<file path="src/rtl/arith_pkg.sv">
// Shared arithmetic helpers for the saturating shift pipeline.
//   sat_max(n) : largest n-bit two's-complement value {0, ones}
//   sat_min(n) : smallest n-bit two's-complement value {1, zeros}
// Results are returned MAXW bits wide; callers slice the low n bits.
package arith_pkg;
  localparam int MAXW = 64;

  function automatic logic [MAXW-1:0] sat_max(input int n);
    return (MAXW'(1) << (n - 1)) - MAXW'(1);
  endfunction

  function automatic logic [MAXW-1:0] sat_min(input int n);
    return MAXW'(1) << (n - 1);
  endfunction
endpackage

</file>
<file path="src/rtl/signed_shl_sat_stage.sv">
// One registered stage of the saturating left-shift pipeline.
// Stage K shifts by 2**K when its shift bit is set and the lane has not
// already overflowed, detecting bits that would be lost or flip the sign.
// Ports:
//   clk, rst        clock, async active-low reset
//   i_vld/o_vld     lane valid
//   i_v/o_v         working value
//   i_ovf/o_ovf     sticky overflow
//   i_sg/o_sg       original operand sign
//   i_sh/o_sh       shift amount (bit K consumed here, carried for later stages)
module signed_shl_sat_stage #(
  parameter int N  = 8,
  parameter int SW = 3,
  parameter int K  = 0
) (
  input  logic          clk,
  input  logic          rst,
  input  logic          i_vld,
  input  logic [N-1:0]  i_v,
  input  logic          i_ovf,
  input  logic          i_sg,
  input  logic [SW-1:0] i_sh,
  output logic          o_vld,
  output logic [N-1:0]  o_v,
  output logic          o_ovf,
  output logic          o_sg,
  output logic [SW-1:0] o_sh
);
  localparam int D = 1 << K;

  logic [N-1:0] nxt_v;
  logic         nxt_ovf;

  generate
    if (D <= N - 1) begin : g_shift
      // The top D+1 bits must all match the sign, otherwise the shift
      // pushes significant bits out or changes the sign.
      logic [D:0] top_bits;
      assign top_bits = i_v[N-1 -: D+1];
      always_comb begin
        nxt_v   = i_v;
        nxt_ovf = i_ovf;
        if (i_sh[K] && !i_ovf) begin
          nxt_v   = i_v << D;
          nxt_ovf = !((&top_bits) || !(|top_bits));
        end
      end
    end else begin : g_flush
      // Shifting by N or more leaves nothing: any nonzero value overflows.
      always_comb begin
        nxt_v   = i_v;
        nxt_ovf = i_ovf;
        if (i_sh[K] && !i_ovf) begin
          nxt_v   = '0;
          nxt_ovf = |i_v;
        end
      end
    end
  endgenerate

  always_ff @(posedge clk or negedge rst) begin
    if (!rst) begin
      o_vld <= 1'b0;
      o_v   <= '0;
      o_ovf <= 1'b0;
      o_sg  <= 1'b0;
      o_sh  <= '0;
    end else begin
      o_vld <= i_vld;
      o_v   <= nxt_v;
      o_ovf <= nxt_ovf;
      o_sg  <= i_sg;
      o_sh  <= i_sh;
    end
  end
endmodule

</file>
<file path="src/rtl/signed_mul_by_power_of_2_sat_pipe.sv">
// Pipelined signed multiply by 2**shift with saturation to the N-bit range.
// Latency SW cycles, one result per cycle, no backpressure.
// Ports:
//   clk, rst          clock, async active-low reset
//   arg_vld/arg/shift input operand stream
//   res_vld/res       saturated result stream
//   res_sat           result was clamped
//   sat_cnt           count of saturated results, sticks at all-ones
//   clr_cnt           synchronous clear of sat_cnt (wins over increment)
module signed_mul_by_power_of_2_sat_pipe
  import arith_pkg::*;
#(
  parameter int N  = 8,
  parameter int SW = 3,
  parameter int CW = 16
) (
  input  logic          clk,
  input  logic          rst,
  input  logic          arg_vld,
  input  logic [N-1:0]  arg,
  input  logic [SW-1:0] shift,
  output logic          res_vld,
  output logic [N-1:0]  res,
  output logic          res_sat,
  output logic [CW-1:0] sat_cnt,
  input  logic          clr_cnt
);
  localparam logic [MAXW-1:0] SMAX_W = sat_max(N);
  localparam logic [MAXW-1:0] SMIN_W = sat_min(N);
  localparam logic [N-1:0]    SMAX   = SMAX_W[N-1:0];
  localparam logic [N-1:0]    SMIN   = SMIN_W[N-1:0];

  logic [SW:0]          vld_pipe;
  logic [SW:0][N-1:0]   v_pipe;
  logic [SW:0]          ovf_pipe;
  logic [SW:0]          sg_pipe;
  logic [SW:0][SW-1:0]  sh_pipe;

  assign vld_pipe[0] = arg_vld;
  assign v_pipe[0]   = arg;
  assign ovf_pipe[0] = 1'b0;
  assign sg_pipe[0]  = arg[N-1];
  assign sh_pipe[0]  = shift;

  generate
    for (genvar k = 0; k < SW; k++) begin : g_stage
      signed_shl_sat_stage #(.N(N), .SW(SW), .K(k)) u_stage (
        .clk   (clk),
        .rst   (rst),
        .i_vld (vld_pipe[k]),
        .i_v   (v_pipe[k]),
        .i_ovf (ovf_pipe[k]),
        .i_sg  (sg_pipe[k]),
        .i_sh  (sh_pipe[k]),
        .o_vld (vld_pipe[k+1]),
        .o_v   (v_pipe[k+1]),
        .o_ovf (ovf_pipe[k+1]),
        .o_sg  (sg_pipe[k+1]),
        .o_sh  (sh_pipe[k+1])
      );
    end
  endgenerate

  // Shift bits are fully consumed by the last stage.
  logic unused_sh;
  assign unused_sh = ^sh_pipe[SW];

  // Clamp toward the original sign; stage regs reset to zero so res is 0
  // until the first valid result.
  assign res_vld = vld_pipe[SW];
  assign res_sat = ovf_pipe[SW];
  assign res     = ovf_pipe[SW] ? (sg_pipe[SW] ? SMIN : SMAX) : v_pipe[SW];

  always_ff @(posedge clk or negedge rst) begin
    if (!rst)                                     sat_cnt <= '0;
    else if (clr_cnt)                             sat_cnt <= '0;
    else if (res_vld && res_sat && sat_cnt != '1) sat_cnt <= sat_cnt + CW'(1);
  end
endmodule

</file>
<file path="config.mk">
export PLATFORM = sky130hd
export DESIGN_NAME = signed_mul_by_power_of_2_sat_pipe
export DESIGN_NICKNAME = d
export VERILOG_FILES = /design/src/rtl/arith_pkg.sv /design/src/rtl/signed_shl_sat_stage.sv /design/src/rtl/signed_mul_by_power_of_2_sat_pipe.sv
export SDC_FILE = /design/constraint.sdc
export NUM_CORES = 1
export LEC_CHECK = 0
export BUFFER_PORTS_ARGS = -buffer_cell sky130_fd_sc_hd__buf_4
export CORE_ASPECT_RATIO = 1.2
export CORE_MARGIN = 1
export CORE_UTILIZATION = 59
export CTS_CLUSTER_SIZE = 14
export DETAILED_ROUTE_END_ITERATION = 7
export PLACE_DENSITY = 0.92
export SLEW_MARGIN = 10
export SYNTH_ARGS = -nofsm -noshare
export SYNTH_HDL_FRONTEND = slang
export SYNTH_SLANG_ARGS = --single-unit
</file>
<file path="constraint.sdc">
create_clock -name clk -period 3 [get_ports clk]
set_input_delay 0.6 -clock clk [delete_from_list [all_inputs] [get_ports clk]]
set_output_delay 0.6 -clock clk [all_outputs]
set_load 0.01 [all_outputs]
</file>
==> out/summary.txt, run 1 <==
CTS tree - built
Setup Total Neg Slack - 0 ns
final wirelength - 3990 um
Pleak - 1.19 nW
status - completed
Post-synth ARST share - 100%
Max Clock Freq - 0.487 GHz
Gate Count Post-Synth - 192
root buffer cell - clkbuf_8
most common cell in the netlist - dfrtp_1
CTS resizes - 0
Final Instance Count excl. Fillers - 285
Worst Path Max Fanout - 14
Syn-to-layout area delta - 20.1%
# DRC - 0
Inst Count DP - 277
RSZ-0062 raised after global routing - false
largest net degree at the start of global routing - 53
vias in the first global route - 1562
max_slew headroom - 40.6%
Final Setup Violations - 0
Starting Density - 61.7%
Synth Cell Area - 2240 um^2
critical path startpoint category - flop
critical path class - flop to output port
minimum clock period - 2.05 ns
HPWL Detailed - 2870 um
fin crit share - 68.5%
Placer Congestion - 0.877
Core Rows - 24
core outline area - 3630 um^2
worst-margin pin slew - 0.882 ns
post-synthesis sequential area ratio - 58.0%
commonest cells in the netlist - dfrtp_1, mux2_2, o21ai_0
Antenna Nets Post-Route - 0
Setup Fix Bufs, Post-CTS - 0
initial antenna violation count - 0
Yosys top cell by area - dfrtp_1
Final Hold Fails - 0
routed via count - 1617
top cell type's share of synthesized area - 58.0%
Skew-Pair Late Insertion Delay - 0.30 ns
WL/cell - 14.0 um
DR vias/cell - 5.67
TritonCTS Buffers - 5
ANT cells - 0
Avg Cell Area, Syn - 11.7 um^2
Hold Path Class - primary input to asynchronous set/reset pin
clk buf depth - 2
Max-Cap Viols - 0
Die W - 58.3 um
Final Max Tran Viols - 0
H-tree depth - 2
first-pass GRT wire length - 6500 um
distinct cell type count after synthesis - 38
register bit count reported by yosys - 52
Worst Path Arrival - 1.45 ns
Most used DFF post-synth - dfrtp_1
PortBufs - 40
filler cell count - 238
GRT Total Usage - 21.5%
Worst EP required - 2.40 ns
Mapped Nets - 208
die height - 69.5 um
Sink Count - 52
crit end category - output port
setup slack, reg-to-reg - 0.99 ns
IO Count - 41
number of synthesized flops with an enable pin - 0
pwr dens - 522 nW/um^2
gr ovfl total - 0
die area - 4050 um^2
yosys warns - 0
Worst-path clk slew - 0.08 ns
Max rail drop VDD - 0.385 mV
synth top area cells - dfrtp_1, mux2_2, o21ai_0
initial DRC count - 80
final-stage net count - 248
layout cells sized above 1 - 31.8%
DRT Pass-1 Iters - 4
Hold-fix buffers, CTS - 0
Setup Skew - 0.00254 ns
[cells in the final DEF, fill, tap and decap left out]
master     instances
nor3b_1            2
a31o_2             1
buf_4             40
clkbuf_8           6
nor2_1             5
xor2_1             1
mux2_2            20
o21ai_0           12
nand2b_1           4
o21bai_1           1
dfrtp_1           52
and4_1             2
nor4b_1            1
bufinv_16          1
and2_1             5
inv_1             10
a31oi_1            2
clkinv_4           1
and3_1             1
o31ai_1            4
nor2b_1            6
or3_2              1
o21ba_1            1
nor4_1             5
ha_1               1
or3_1              6
nor3_1             4
nand4_2            2
mux2i_1            1
a21o_1             1
nand2_1            8
or4_1              4
a21oi_1            9
nand4_1            5
o31a_1             2
and4_2             1
or4_2              1
nand3_1            4
[worst max-delay path: stages (launching register included)]
cell and delay [ns]:
dfrtp_1 0.59, nand2b_1 0.22, o21ai_0 0.16, buf_4 0.17
[logic make-up (layout without fill, tap and decap cells)]
kind of cell / after synthesis / after routing / share of synthesized area [%]
mux: 21 / 21 / 10.5
simple gates: 67 / 67 / 18.4
compound gates: 33 / 33 / 8.87
xor+xnor: 1 / 1 / 0.391
fa+ha+maj: 1 / 1 / 0.558
flops: 52 / 52 / 58.0
buf+inv: 17 / 58 / 3.29
[power by group]
part           internal [mW]  switching (mW)  leakage, nW
clock network          0.272           0.215       0.0614
registers              0.745          0.0277        0.651
logic                 0.0766          0.0672        0.482
[path summary, 6_finish.rpt]
kind | endpoint | start | depth (start not counted)
min in group clk | g_stage[1].u_stage.o_sh[2] | g_stage[0].u_stage.o_sh[2] | 0
hold / removal | g_stage[2].u_stage.o_v[0] | rst | 1
setup reg to reg | sat_cnt[0] | sat_cnt[0] | 5
max in group asynchronous | sat_cnt[15] | rst | 1
setup / recovery | res[5] | g_stage[2].u_stage.o_ovf | 3
hold reg to reg | g_stage[1].u_stage.o_sh[2] | g_stage[0].u_stage.o_sh[2] | 0
[routing by layer]
metal / vias up / global-route usage [%] / part of all wire (%)
met1: 775 / 23.2 / 38
met3: 10 / 5.97 / 5.5
met4: 0 / 10.1 / 2.0
li1: 774 / - / -
met2: 58 / 37.8 / 54
met5: - / 0 / 0
[registers in the layout (all words and copies together) (netlist names)]
register               cells
g_stage.u_stage.o_v       24
sat_cnt                   16
g_stage.u_stage.o_ovf      3
g_stage.u_stage.o_sg       3
g_stage.u_stage.o_sh       3
g_stage.u_stage.o_vld      3
[through the flow]
step | utilization, % | hold WS, ns | total power, mW | instance area (um^2) | setup WS (ns)
floorplan | - | 0.304 | 0.858 | 2240 | 1.19
global placement | 70.8 | 0.332 | 0.923 | 2570 | 1.10
detailed placement | 70.8 | 0.337 | 0.932 | 2570 | 1.03
CTS | 74.1 | 0.328 | 1.42 | 2690 | 0.958
global route | 74.1 | 0.355 | 1.46 | 2690 | 0.809
finish | 74.1 | 0.305 | 1.40 | 2690 | 0.946
[layout make-up]
type,count,area (um^2),area share (%)
inverters,10,37.5,1.39
clock buffers,6,82.6,3.07
clock inverters,2,38.8,1.44
multi-input cells,123,867,32.2
well taps,52,65.1,2.42
repair buffers,40,300,11.2
flip-flops and latches,52,1300,48.3
No activity file was read; power rests on OpenSTA's default activity.
==> run 2: changes to the inputs <==
--- a/config.mk
+++ b/config.mk
@@ -8,10 +8,10 @@
 export BUFFER_PORTS_ARGS = -buffer_cell sky130_fd_sc_hd__buf_4
 export CORE_ASPECT_RATIO = 1.2
 export CORE_MARGIN = 1
-export CORE_UTILIZATION = 59
+export CORE_UTILIZATION = 49
 export CTS_CLUSTER_SIZE = 14
 export DETAILED_ROUTE_END_ITERATION = 7
-export PLACE_DENSITY = 0.92
+export PLACE_DENSITY = 0.82
 export SLEW_MARGIN = 10
 export SYNTH_ARGS = -nofsm -noshare
 export SYNTH_HDL_FRONTEND = slang
==> constraint.sdc (replaced) <==
create_clock -name clk -period 1.71 [get_ports clk]
set_input_delay 0.342 -clock clk [delete_from_list [all_inputs] [get_ports clk]]
set_output_delay 0.342 -clock clk [all_outputs]
set_load 0.01 [all_outputs]
==> run 2 against run 1 <==
  * Critical path depth increased by 1
  * Register-to-register slack got worse by 1.0 ns
  * Critical endpoint is now sat_cnt[7]
  * Non-clock buffer count increased by 27
  * Via count increased by 7.9%
  * Worst setup slack got worse by 0.97 ns
  * Routed wire length increased by 12%
  * Sequential share of layout area decreased by 4.0 points
  * First-iteration DRC count increased by 56%
  * The flow now finishes with violations (negative setup slack)
  * Flip-flop and latch count unchanged
  * Critical path type is now flop to flop
  * Die area increased by 20%
  * Sequential power increased by 75%
  * Clock power increased by 72%
==> out/summary.txt, run 2 (synthesized netlist as in run 1, its figures left out) <==
status - complete, but fails checks (was completed)
failing checks - negative setup slack
Final Setup Violations - 1 (was 0)
clk buf depth - 2 (unchanged)
largest net degree at the start of global routing - 53 (unchanged)
initial DRC count - 125 (was 80)
total power - 2.48 mW (was 1.40 mW)
Antenna Nets Post-Route - 0 (unchanged)
initial antenna violation count - 0 (unchanged)
Critical Path Max Stage Delay - 0.63 ns (was 0.59 ns)
DR vias/cell - 5.52 (was 5.67)
ANT cells - 0 (unchanged)
FF-to-FF End - sat_cnt[7] (was sat_cnt[0])
vias in the first global route - 1654 (was 1562)
Starting Density - 51.8% (was 61.7%)
layout cells sized above 1 - 43.5% (was 31.8%)
Final Hold Fails - 0 (unchanged)
fin worst setup slack - -0.0219 ns (was 0.946 ns)
Pleak - 1.33 nW (was 1.19 nW)
IO Count - 41 (unchanged)
first-pass GRT wire length - 7340 um (was 6500 um)
Hold Path Class - primary input to asynchronous set/reset pin (unchanged)
RSZ-0062 raised after global routing - true (was false)
GRT Total Usage - 19.4% (was 21.5%)
Syn-to-layout area delta - 31.5% (was 20.1%)
Inst Count DP - 305 (was 277)
Reg with most FFs - g_stage.u_stage.o_v (unchanged)
Worst EP required - 1.93 ns (was 2.40 ns)
Buf/Inv on CP - 0 (was 1)
Sink Count - 52 (unchanged)
Setup crit start - sat_cnt[1] (was g_stage[2].u_stage.o_ovf)
Die W - 63.8 um (was 58.3 um)
Reg-to-Reg Start - sat_cnt[1] (was sat_cnt[0])
final wirelength - 4470 um (was 3990 um)
Setup Total Neg Slack - -0.0219 ns (was 0 ns)
CTS tree - built (unchanged)
Setup Skew - 0.00279 ns (was 0.00254 ns)
end of the critical path - sat_cnt[7] (was res[5])
minimum clock period - 1.73 ns
DP Worst Slack - -0.00167 ns (was 1.03 ns)
critical path startpoint category - flop (unchanged)
HPWL Detailed - 3030 um (was 2870 um)
Final Instance Count excl. Fillers - 316 (was 285)
WL/cell - 14.1 um (was 14.0 um)
crit end category - flop (was output port)
biggest regs - g_stage.u_stage.o_v: 24 flops, sat_cnt: 16 flops (unchanged)
fin crit share - 101%
PortBufs - 40 (unchanged)
most used cells in the layout excluding fill and tap cells - buf_4, dfrtp_1, mux2_2, o21ai_0, inv_1 (was dfrtp_1, buf_4, mux2_2, o21ai_0, inv_1)
root buffer cell - clkbuf_8 (unchanged)
final-stage net count - 275 (was 248)
Max rail drop VDD - 0.592 mV (was 0.385 mV)
CP Cell Sequence - and4_4 > nand2_1 > or4_2 > a21oi_1 (was nand2b_1 > o21ai_0 > buf_4)
Worst Path Max Fanout - 4 (was 14)
DRT Pass-1 Iters - 4 (unchanged)
gr ovfl total - 0 (unchanged)
crit-path leading delay family - simple AND/OR/NAND/NOR gates (was flip-flops)
Post-DP Area - 2760 um^2 (was 2570 um^2)
most common cell after layout, fill and taps aside - buf_4 (was dfrtp_1)
Skew-Pair Late Insertion Delay - 0.30 ns (about the same)
worst-margin pin slew - 0.631 ns (was 0.882 ns)
core outline area - 4330 um^2 (was 3630 um^2)
TritonCTS Buffers - 5 (unchanged)
Worst Path Arrival - 1.95 ns (was 1.45 ns)
setup slack, reg-to-reg - -0.02 ns (was 0.99 ns)
slowest CP cell - or4_2 (was dfrtp_1)
H-tree depth - 2 (unchanged)
Worst-path clk slew - 0.09 ns (was 0.08 ns)
CP Depth - 4 (was 3)
worst r2r path cells - 4 (was 5)
routed via count - 1745 (was 1617)
pwr dens - 842 nW/um^2 (was 522 nW/um^2)
Max Clock Freq - 0.577 GHz
critical path class - flop to flop (was flop to output port)
Final Max Tran Viols - 0 (unchanged)
Placer Congestion - 0.820 (was 0.877)
max_slew headroom - 58.0% (was 40.6%)
max FFs per register - 24 (unchanged)
die area - 4850 um^2 (was 4050 um^2)
Max-Cap Viols - 0 (unchanged)
# DRC - 0 (unchanged)
Core Rows - 26 (was 24)
final instance area - 2950 um^2 (was 2690 um^2)
die height - 76.1 um (was 69.5 um)
[run 2: power by group]
group          total, mW  switching (mW)  internal [mW]
sequential          1.35          0.0424           1.31
combinational      0.294           0.134          0.160
clock              0.840           0.397          0.443
total               2.48           0.573           1.91
[run 2: area by class of cell]
| class | instances | area (um^2) |
|---|---|---|
| Sequential cell | 52 | 1310 |
| Fill cell | 339 | 1380 |
| Timing Repair Buffer | 67 | 507 |
| Clock buffer | 5 | 68.8 |
| Multi-Input combinational cell | 123 | 913 |
| Clock inverter | 3 | 46.3 |
| Tap cell | 56 | 70.1 |
| Inverter | 10 | 37.5 |
[run 2: worst register-to-register path, stage by stage (launching register included)]
cell     delay, ns
dfrtp_1       0.44
and4_4        0.27
nand2_1       0.09
or4_2         0.63
a21oi_1       0.22
[run 2: layer usage]
metal,GRT usage (%),wire length [um],vias to the layer above
met5,0,0,-
met4,7.73,59,0
met3,3.14,169,8
met2,33.2,2440,58
met1,24.2,1800,847
li1,-,-,832
[run 2: metrics by stage]
stage / util (%) / hold slack (ns)
global placement: 63.8 / 0.332
detailed placement: 63.8 / 0.336
floorplan: - / 0.0464
global route: 68.2 / 0.113
finish: 68.2 / 0.0478
CTS: 66.7 / 0.0716
[run 2: what timing repair did]
item	4_1_cts	5_1_grt
pin swaps	0	0
setup endpoints to repair	4	11
hold buffers	0	0
resized for setup	3	8
buffers inserted	0	3
[run 2: worst min path at each step]
stage,from,endpoint,depth (start not counted)
after floorplan,rst,g_stage[0].u_stage.o_ovf,0
after global placement,g_stage[0].u_stage.o_sh[2],g_stage[1].u_stage.o_sh[2],0
after detailed placement,g_stage[0].u_stage.o_sh[2],g_stage[1].u_stage.o_sh[2],0
after CTS,rst,sat_cnt[5],1
after global routing,rst,g_stage[2].u_stage.o_v[1],1
final,rst,sat_cnt[5],1
